File: src/rtl/adder_pkg.sv
// Shared types and helpers for the digit-serial adder: FSM state encoding,
// op encoding and the digit-counter width calculation.
package adder_pkg;

  typedef enum logic [1:0] {
    IDLE = 2'd0,
    RUN  = 2'd1,
    DONE = 2'd2
  } state_t;

  localparam logic OP_ADD = 1'b0;
  localparam logic OP_SUB = 1'b1;

  // A single-digit configuration still needs a 1-bit counter to compare against.
  function automatic int cnt_width(input int n);
    return (n <= 1) ? 1 : $clog2(n);
  endfunction

endpackage

File: src/rtl/fa_cell.sv
// One-bit full adder; the digit slice of the serial adder is a ripple of these.
module fa_cell (
  input  logic a,
  input  logic b,
  input  logic ci,
  output logic s,
  output logic co
);

  assign s  = a ^ b ^ ci;
  assign co = (a & b) | (ci & (a ^ b));

endmodule

File: src/rtl/digit_serial_adder.sv
// Digit-serial adder: WIDTH-bit add (or subtract when SUB_EN is defined),
// DIGIT bits per cycle through a ripple of fa_cell, with valid/ready handshakes.
//
// state | meaning
// IDLE  | waiting for operands, in_ready=1
// RUN   | adding one digit per cycle, N = WIDTH/DIGIT cycles
// DONE  | result held on s/co/ovf, out_valid=1 until out_ready
module digit_serial_adder
  import adder_pkg::*;
#(
  parameter int WIDTH = 16,
  parameter int DIGIT = 4
) (
  input  logic             clk,
  input  logic             rst,
  input  logic             in_valid,
  output logic             in_ready,
  input  logic [WIDTH-1:0] a,
  input  logic [WIDTH-1:0] b,
  input  logic             ci,
  input  logic             op,
  output logic             out_valid,
  input  logic             out_ready,
  output logic [WIDTH-1:0] s,
  output logic             co,
  output logic             ovf
);

  localparam int N  = WIDTH / DIGIT;
  localparam int CW = cnt_width(N);
  localparam logic [CW-1:0] CNT_LAST = CW'(N - 1);

  state_t state, state_nx;
  logic [CW-1:0]    cnt;
  logic [WIDTH-1:0] a_sh, b_sh, s_reg, s_next;
  logic             carry, co_reg, ovf_reg;
  logic [DIGIT-1:0] d_sum;
  logic [DIGIT:0]   c_chain;
  logic             accept, step, last, sub;

`ifdef SUB_EN
  assign sub = (op == OP_SUB);
`else
  logic unused_op;
  assign sub       = 1'b0;
  assign unused_op = op;
`endif

  assign c_chain[0] = carry;

  for (genvar i = 0; i < DIGIT; i++) begin : g_slice
    fa_cell u_fa (
      .a  (a_sh[i]),
      .b  (b_sh[i]),
      .ci (c_chain[i]),
      .s  (d_sum[i]),
      .co (c_chain[i+1])
    );
  end

  // New digit enters at the MSB end; after N steps the LSB digit is at the bottom.
  if (DIGIT == WIDTH) begin : g_s_full
    assign s_next = d_sum;
  end else begin : g_s_shift
    assign s_next = {d_sum, s_reg[WIDTH-1:DIGIT]};
  end

  always_ff @(posedge clk or posedge rst) begin
    if (rst) state <= IDLE;
    else     state <= state_nx;
  end

  always_comb begin
    state_nx  = state;
    in_ready  = 1'b0;
    out_valid = 1'b0;
    accept    = 1'b0;
    step      = 1'b0;
    last      = 1'b0;
    case (state)
      IDLE: begin
        in_ready = 1'b1;
        if (in_valid) begin
          accept   = 1'b1;
          state_nx = RUN;
        end
      end
      RUN: begin
        step = 1'b1;
        if (cnt == CNT_LAST) begin
          last     = 1'b1;
          state_nx = DONE;
        end
      end
      DONE: begin
        out_valid = 1'b1;
        if (out_ready) state_nx = IDLE;
      end
      default: state_nx = IDLE;
    endcase
  end

  always_ff @(posedge clk or posedge rst) begin
    if (rst) begin
      cnt     <= '0;
      a_sh    <= '0;
      b_sh    <= '0;
      s_reg   <= '0;
      carry   <= 1'b0;
      co_reg  <= 1'b0;
      ovf_reg <= 1'b0;
    end else if (accept) begin
      a_sh  <= a;
      b_sh  <= sub ? ~b : b;
      carry <= sub ? 1'b1 : ci;
      cnt   <= '0;
    end else if (step) begin
      a_sh  <= a_sh >> DIGIT;
      b_sh  <= b_sh >> DIGIT;
      s_reg <= s_next;
      carry <= c_chain[DIGIT];
      cnt   <= last ? '0 : cnt + CW'(1);
      if (last) begin
        co_reg  <= c_chain[DIGIT];
        ovf_reg <= c_chain[DIGIT] ^ c_chain[DIGIT-1];
      end
    end
  end

  assign s   = s_reg;
  assign co  = co_reg;
  assign ovf = ovf_reg;

endmodule

File: config.mk
export PLATFORM = sky130hd
export DESIGN_NAME = digit_serial_adder
export DESIGN_NICKNAME = d
export VERILOG_FILES = /design/src/rtl/adder_pkg.sv /design/src/rtl/fa_cell.sv /design/src/rtl/digit_serial_adder.sv
export SDC_FILE = /design/constraint.sdc
export NUM_CORES = 1
export LEC_CHECK = 0
export ABC_AREA = 1
export CORE_UTILIZATION = 50
export DETAILED_ROUTE_END_ITERATION = 7
export DONT_BUFFER_PORTS = 1
export GPL_ROUTABILITY_DRIVEN = 0
export HOLD_SLACK_MARGIN = 0.03
export MAX_ROUTING_LAYER = met4
export PLACE_DENSITY_LB_ADDON = 0.3
export SLEW_MARGIN = 20
export SYNTH_ARGS = -nofsm -noshare
export SYNTH_HDL_FRONTEND = slang
export SYNTH_SLANG_ARGS = --single-unit
File: constraint.sdc
create_clock -name clk -period 2.67 [get_ports clk]
set_input_delay 0.801 -clock clk [delete_from_list [all_inputs] [get_ports clk]]
set_output_delay 0.801 -clock clk [all_outputs]
set_load 0.05 [all_outputs]
==> results_dict.tcl, run 1 <==
set metrics [dict create \
    layout_commonest_cell "nand2_1" \
    grt_usage 0.189 \
    dpl.cell_count 340 \
    final_cells 348 \
    die-area_sq_um 5190 \
    cts.repair.resized 0 \
    placed_cell_area_sq_um 2490 \
    routedWlPerCell_um 12.7 \
    syn_area_sq_um 2450 \
    arrival_ns 2.41 \
    p_sw_frac 0.480 \
    combPwrFrac 0.329 \
    synth-edff-count 0 \
    wirelength_um 4430 \
    finish.utilization 0.548 \
    finish.net_count 323 \
    grt_setup_unrepaired "false" \
    finalPower_mw 3.45 \
    setup_violations 0 \
    ys_ff_latch 55 \
    hold_class "in2async" \
    violations "DRC" \
    clkTransAtPathRegs_ns 0.09 \
    fmax_mhz 460 \
    p_leak_nw 1.34 \
    grt_max_degree 36 \
    rows 25 \
    slew_headroom 0.448 \
    cts_buffers 5 \
    r2r_end "s[15]$_DFFE_PP0P_" \
    synth-main-ff-cell "dfrtp_1" \
    grt_pass1_vias 1547 \
    ctsLongestPathBuffers 2 \
    startpoint_type "flop" \
    yosysWarningCount 0 \
    drtIter0Drc 68 \
    postSynthCellCount 285 \
    areaGrowthSynthToFinish_pct 5.67 \
    cts_setup_buffers 0 \
    drive_above_1_share 0.0605 \
    grt-ovfl-total 0 \
    syn-num-nets 328 \
    cts-root-buf "clkbuf_8" \
    power.switching_mw 1.66 \
    peakVddDrop_v 0.000492 \
    ys_types 17 \
    port_buffers 0 \
    powerDensity_nw_per_um2 1330 \
    reg2reg_depth 8 \
    setup_tns_ns 0 \
    hold_viol_final 0 \
    r2r-start "carry$_DFFE_PP0P_" \
    drt-vias-per-instance 5.06 \
    final.setup_skew_ns 0.00801 \
    io-pin-count 58 \
    design_area_sq_um 2590 \
    cp-end-kind "flop" \
    crit_path_max_fanout 2 \
    most-common-layout-cells "nand2_1 (125), nand3_1 (60), dfrtp_1 (55), inv_1 (11), clkbuf_8 (7)" \
    start_util 0.519 \
    grt_pass1_wl_um 7250 \
    period_needed_ns 2.18 \
    ant_nets 0 \
    critPathRequiredTime_ns 2.90 \
    core_sq_um 4720 \
    period_share 0.815 \
    clk_latency_ns 0.31 \
    htreeDepth 2 \
    p_int_mw 1.79 \
    die_h_um 72.0 \
    cts_hold_buf 0 \
    drc 4 \
    max_cap_viol_count 0 \
    p_clk_frac 0.143 \
    cts_tree "built" \
    status "finished, violations left" \
    fillers 459 \
    critPathKind "reg2reg" \
    tightest_slew_ns 0.825 \
    antennaDiodeCount 0 \
    seqPwrFrac 0.529 \
    die_w_um 72.0 \
    syn_avg_cell_area_sq_um 8.60 \
    seq_area_frac_synth 0.562 \
    rrSetupSlack_ns 0.49 \
    antenna_found_initial 0 \
    drt_pass1_iterations 6 \
    via_count 1762 \
    report.final.slew_viol_count 0 \
    synth_async_sr_flop_share 1.00 \
    hpwl_um 2940 \
    clkSinkCount 55 \
]
[power groups by stage]
stage	sequential, mW	clock, mW	combinational (mW)
after floorplan	1.77	0	1.03
after CTS	1.83	0.510	1.16
after global placement	1.83	0	1.12
after detailed placement	1.84	0	1.15
after global routing	1.87	0.539	1.33
final	1.82	0.492	1.13
[worst max path at each step]
stage                     endpoint                 from  slack [ns]  cells after the start
2_1_floorplan  a_sh[0]$_DFFE_PP0P_                  rst        0.53                      1
3_3_place_gp     s[15]$_DFFE_PP0P_    carry$_DFFE_PP0P_        0.53                      8
3_5_place_dp     s[15]$_DFFE_PP0P_    carry$_DFFE_PP0P_        0.49                      8
4_1_cts          s[15]$_DFFE_PP0P_  b_sh[0]$_DFFE_PP0P_        0.47                      8
5_1_grt          s[15]$_DFFE_PP0P_  b_sh[0]$_DFFE_PP0P_        0.31                      8
6_report         s[15]$_DFFE_PP0P_    carry$_DFFE_PP0P_        0.49                      8
[final cells by class]
type,instances,area (sq um),area share
Timing Repair Buffer,5,50.0,0.0193
Clock buffer,8,100,0.0386
Sequential cell,55,1380,0.531
Multi-Input combinational cell,199,927,0.358
Tap cell,67,83.8,0.0324
Inverter,14,52.6,0.0203
[metal layers]
layer / vias up / wire (um) / global-route usage
met5: - / 0 / -
met1: 813 / 2020 / 0.243
met2: 51 / 2030 / 0.285
met4: 0 / 95 / 0.0763
li1: 889 / - / -
met3: 9 / 287 / 0.0542
[cell usage after synthesis, types with 2 or more instances]
master,number,area share
nor2_1,3,0.0046
nand3_1,60,0.12
fa_1,4,0.033
inv_1,12,0.018
o21ai_0,2,0.0041
dfrtp_1,55,0.56
buf_4,3,0.0092
buf_2,10,0.020
inv_2,2,0.0031
nand2_1,125,0.19
buf_1,3,0.0046
[critical path: stages (launching register included)]
cell and delay [ns]:
dfrtp_1 0.38, inv_1 0.08, fa_1 0.17, inv_1 0.05, fa_1 0.38, fa_1 0.41, inv_1 0.09, fa_1 0.40
o21ai_0 0.15
[stage by stage]
stage	setup WS [ns]	hold slack, ns
after floorplan	0.526	0.442
after detailed placement	0.493	0.459
after global placement	0.529	0.453
after CTS	0.472	0.420
after global routing	0.308	0.439
final	0.494	0.405
[logic make-up (layout without fill, tap and decap cells)]
kind of cell    after synthesis  in the layout  synth area share
fa+ha+maj                     5              5            0.0378
flops                        55             55             0.562
compound gates                4              4            0.0138
simple gates                189            189             0.323
xor+xnor                      1              1           0.00357
buf+inv                      31             27            0.0602
No activity file was read; power rests on OpenSTA's default activity.
==> run 2: changes to the inputs <==
==> constraint.sdc (replaced) <==
create_clock -name clk -period 2 [get_ports clk]
set_input_delay 0.6 -clock clk [delete_from_list [all_inputs] [get_ports clk]]
set_output_delay 0.6 -clock clk [all_outputs]
set_load 0.05 [all_outputs]
==> results_dict.tcl, run 2 (synthesis gave the netlist of run 1 again) <==
set metrics [dict create \
    status "finished, violations left" \
    violations "setup timing" \
    io-pin-count 58 \
    grt_pass1_vias 1564 \
    max_cap_viol_count 0 \
    most-common-layout-cells "nand2_1 (125), nand3_1 (60), dfrtp_1 (55), inv_1 (8)" \
    fmax_mhz 484 \
    r2r-start "b_sh[0]$_DFFE_PP0P_" \
    layout_commonest_cell "nand2_1" \
    antenna_found_initial 0 \
    critPathRequiredTime_ns 2.24 \
    cts_setup_buffers 0 \
    startpoint_type "flop" \
    cts-root-buf "clkbuf_8" \
    grt-ovfl-total 0 \
    hold_class "in2async" \
    reg2reg_depth 8 \
    cts_buffers 5 \
    tightest_slew_ns 0.516 \
    period_share 1.03 \
    start_util 0.519 \
    setup_violations 2 \
    clkTransAtPathRegs_ns 0.10 \
    cts_tree "built" \
    arrival_ns 2.31 \
    drt_pass1_iterations 4 \
    cp-startpoint "b_sh[0]$_DFFE_PP0P_" \
    drive_above_1_share 0.0986 \
    fillers 450 \
    r2r_end "s[15]$_DFFE_PP0P_" \
    core_sq_um 4720 \
    regArea_sq_um 1380 \
    grt_usage 0.191 \
    finish.net_count 326 \
    routedWlPerCell_um 12.9 \
    grt_setup_unrepaired "true" \
    die-area_sq_um 5190 \
    rrSetupSlack_ns -0.07 \
    rows 25 \
    wirelength_um 4530 \
    via_count 1772 \
    die_h_um 72.0 \
    hold_viol_final 0 \
    drt-vias-per-instance 5.05 \
    finalPower_mw 4.72 \
    grt_max_degree 36 \
    drtIter0Drc 45 \
    postLayoutSetupSlackWorst_ns -0.0673 \
    crit_path_max_fanout 2 \
    report.final.slew_viol_count 0 \
    ant_nets 0 \
    die_w_um 72.0 \
    cts_hold_buf 0 \
    final.setup_skew_ns 0.00783 \
    hpwl_um 3110 \
    p_leak_nw 1.35 \
    worst_hold_slack_ns 0.189 \
    period_needed_ns 2.07 \
    critPathKind "reg2reg" \
    cp-end-kind "flop" \
    clkSinkCount 55 \
    grt_pass1_wl_um 7160 \
    cp-endpoint "s[15]$_DFFE_PP0P_" \
    port_buffers 0 \
    finish.utilization 0.557 \
    multi_input_area_sq_um 946 \
    ctsLongestPathBuffers 2 \
    antennaDiodeCount 0 \
    slew_headroom 0.656 \
    clk_latency_ns 0.31 \
    peakVddDrop_v 0.000699 \
    powerDensity_nw_per_um2 1790 \
    areaGrowthSynthToFinish_pct 7.25 \
    htreeDepth 2 \
    drc 0 \
]
[run 2: changes by cell type in the layout (fill, tap and decap cells not counted), sizes merged]
cell and delta:
buf +3, clkbuf -2, clkinv +1, clkinvlp +1
[run 2: repair_timing]
item / in CTS / in global routing
gates resized for setup: 3 / 3
pin swaps: 2 / 1
setup endpoints to repair: 4 / 4
[run 2: power by group]
part	internal [mW]	switching, mW
logic	0.625	1.05
clock network	0.246	0.354
registers	1.56	0.881
total	2.43	2.29
[run 2: per-layer routing]
layer,vias up,part of all wire,GRT usage
li1,890,-,-
met4,0,0.016,0.0828
met3,6,0.050,0.0569
met2,46,0.47,0.294
met1,830,0.46,0.235
met5,-,0,-
[run 2: cell type report]
type,instances,share of cell area
clock inverters,2,0.00476
repair buffers,8,0.0324
clock buffers,6,0.0276
inverters,14,0.0200
multi-input cells,199,0.360
well taps,67,0.0319
flip-flops and latches,55,0.524
[run 2: how the worst min path moves through the flow]
| stage | depth (start not counted) | to | slack, ns | from |
|---|---|---|---|---|
| detailed placement | 2 | b_sh[14]$_DFFE_PP0P_ | 0.46 | b_sh[14]$_DFFE_PP0P_ |
| global route | 1 | s[1]$_DFFE_PP0P_ | 0.21 | rst |
| finish | 1 | s[9]$_DFFE_PP0P_ | 0.19 | rst |
| global placement | 2 | b_sh[14]$_DFFE_PP0P_ | 0.45 | b_sh[14]$_DFFE_PP0P_ |
| floorplan | 2 | a_sh[12]$_DFFE_PP0P_ | 0.44 | a_sh[12]$_DFFE_PP0P_ |
| CTS | 1 | s[9]$_DFFE_PP0P_ | 0.20 | rst |
[run 2: critical path, stage by stage, from the launching register on]
cell     delay (ns)
dfrtp_1        0.41
inv_2          0.07
fa_1           0.17
inv_2          0.04
fa_2           0.33
fa_2           0.35
inv_2          0.06
fa_2           0.43
o21ai_2        0.11
[run 2: stage by stage]
| step | setup TNS, ns | instance area, sq um | cells | setup WS [ns] |
|---|---|---|---|---|
| after floorplan | -0.00674 | 2460 | 285 | -0.00674 |
| after global placement | -0.0804 | 2530 | 343 | -0.0561 |
| after detailed placement | -0.266 | 2530 | 343 | -0.120 |
| after CTS | -0.172 | 2620 | 351 | -0.118 |
| after global routing | -0.397 | 2630 | 351 | -0.141 |
| final | -0.126 | 2630 | 351 | -0.0673 |
==> run 3: changes to the inputs <==
--- a/config.mk
+++ b/config.mk
@@ -7,12 +7,14 @@
 export LEC_CHECK = 0
 export ABC_AREA = 1
 export CORE_UTILIZATION = 50
+export CTS_CLUSTER_DIAMETER = 60
 export DETAILED_ROUTE_END_ITERATION = 7
 export DONT_BUFFER_PORTS = 1
 export GPL_ROUTABILITY_DRIVEN = 0
 export HOLD_SLACK_MARGIN = 0.03
 export MAX_ROUTING_LAYER = met4
 export PLACE_DENSITY_LB_ADDON = 0.3
+export SETUP_SLACK_MARGIN = 0.02
 export SLEW_MARGIN = 20
 export SYNTH_ARGS = -nofsm -noshare
 export SYNTH_HDL_FRONTEND = slang
==> results_dict.tcl, run 3 (synthesis gave the netlist of run 1 again) <==
set metrics [dict create \
    slew_headroom 0.656 \
    tightest_slew_ns 0.516 \
    setup_violations 2 \
    io-pin-count 58 \
    cts-root-buf "clkbuf_8" \
    finish.net_count 326 \
    p_sw_frac 0.485 \
    worst_hold_slack_ns 0.189 \
    critPathRequiredTime_ns 2.24 \
    final.setup_skew_ns 0.00927 \
    arrival_ns 2.32 \
    rrSetupSlack_ns -0.08 \
    place_ws_ns -0.120 \
    postLayoutSetupSlackWorst_ns -0.0845 \
    cp_cell_sequence "inv_2 > fa_2 > inv_2 > fa_2 > fa_2 > inv_2 > fa_2 > o21ai_2" \
    startpoint_type "flop" \
    seqPwrFrac 0.516 \
    peakVddDrop_v 0.000696 \
    rows 25 \
    drt_pass1_iterations 4 \
    p_int_mw 2.44 \
    antenna_found_initial 0 \
    hold_class "in2async" \
    crit_path_frequent_cell "fa_2" \
    slowest_delay_ns 0.42 \
    fmax_mhz 480 \
    powerDensity_nw_per_um2 1790 \
    max_cap_viol_count 0 \
    cts_tree "built" \
    grt_setup_unrepaired "true" \
    p_clk_frac 0.127 \
    ant_nets 0 \
    htreeDepth 2 \
    cp-end-kind "flop" \
    cts_buffers 5 \
    hold_viol_final 0 \
    drive_above_1_share 0.116 \
    violations "setup timing" \
    hpwl_um 3110 \
    grt-ovfl-total 0 \
    layout_commonest_cell "nand2_1" \
    grt_usage 0.191 \
    antennaDiodeCount 0 \
    period_needed_ns 2.08 \
    critPathKind "reg2reg" \
    areaGrowthSynthToFinish_pct 7.66 \
    status "finished, violations left" \
    clkTransAtPathRegs_ns 0.10 \
    drt-vias-per-instance 5.04 \
    cp-startpoint "b_sh[0]$_DFFE_PP0P_" \
    report.final.slew_viol_count 0 \
    ctsLongestPathBuffers 2 \
    routedWlPerCell_um 12.9 \
    most-common-layout-cells "nand2_1 (124), nand3_1 (59), dfrtp_1 (55), inv_2 (8)" \
    period_share 1.04 \
    slowest_stage "dfrtp_1" \
    core_sq_um 4720 \
    die_h_um 72.0 \
    crit_path_max_fanout 2 \
    clk_latency_ns 0.31 \
    power.switching_mw 2.30 \
    wirelength_um 4540 \
    clkSinkCount 55 \
    start_util 0.519 \
    r2r-start "b_sh[0]$_DFFE_PP0P_" \
    drc 0 \
    grt_pass1_vias 1564 \
    die-area_sq_um 5190 \
    via_count 1769 \
    combPwrFrac 0.357 \
    grt_max_degree 36 \
    p_leak_nw 1.35 \
    port_buffers 0 \
    cts_setup_buffers 0 \
    grt_pass1_wl_um 7160 \
    drtIter0Drc 48 \
    die_w_um 72.0 \
]
[run 3: power groups by stage]
stage	Combinational [mW]	Clock [mW]	Sequential, mW
floorplan	1.39	0	2.36
global placement	1.58	0	2.45
detailed placement	1.65	0	2.47
CTS	1.66	0.618	2.45
global route	1.93	0.661	2.51
finish	1.69	0.599	2.45
[run 3: through the flow]
| stage | TNS [ns] | utilization | cells | cell area, sq um | total power, mW |
|---|---|---|---|---|---|
| 4_1_cts | -0.186 | 0.554 | 351 | 2620 | 4.73 |
| 6_report | -0.160 | 0.559 | 351 | 2640 | 4.74 |
| 3_5_place_dp | -0.266 | 0.536 | 343 | 2530 | 4.12 |
| 2_1_floorplan | -0.00674 | - | 285 | 2460 | 3.76 |
| 3_3_place_gp | -0.0804 | 0.536 | 343 | 2530 | 4.03 |
| 5_1_grt | -0.389 | 0.559 | 351 | 2640 | 5.10 |
[run 3: cell type report]
type | count | area [sq um]
Inverter | 14 | 52.6
Clock inverter | 2 | 12.5
Tap cell | 67 | 83.8
Timing Repair Buffer | 8 | 85.1
Clock buffer | 6 | 72.6
Multi-Input combinational cell | 199 | 956
Fill cell | 451 | 2080
Sequential cell | 55 | 1380
[run 3: worst max-delay path: cells and delay by family, from the launching register on]
| family | cells | cell delay, ns |
|---|---|---|
| DFF | 1 | 0.42 |
| AOI/OAI and AO/OA | 1 | 0.11 |
| adders and majority gates | 4 | 1.30 |
| buffers and inverters | 3 | 0.18 |
[run 3: routing by layer]
metal	GRT usage	share of wire	vias up
met5	-	0	-
met3	0.0569	0.051	6
met4	0.0828	0.016	0
met1	0.235	0.46	824
li1	-	-	891
met2	0.294	0.48	48
[run 3: final timing paths]
check	depth (start not counted)	to
worst min register to register	2	b_sh[15]$_DFFE_PP0P_
worst max-delay path	8	s[15]$_DFFE_PP0P_
min in group clk	1	state[1]$_DFFE_PP0P_
max in group asynchronous	2	b_sh[3]$_DFFE_PP0P_
worst min-delay path	1	s[9]$_DFFE_PP0P_
worst max register to register	8	s[15]$_DFFE_PP0P_
[run 3: what timing repair did]
action | in CTS | in global routing
endpoints found under the setup margin | 4 | 4
cloned | 0 | 0
pin swaps | 2 | 4
gates resized for setup | 4 | 7
hold buffers | 0 | 0
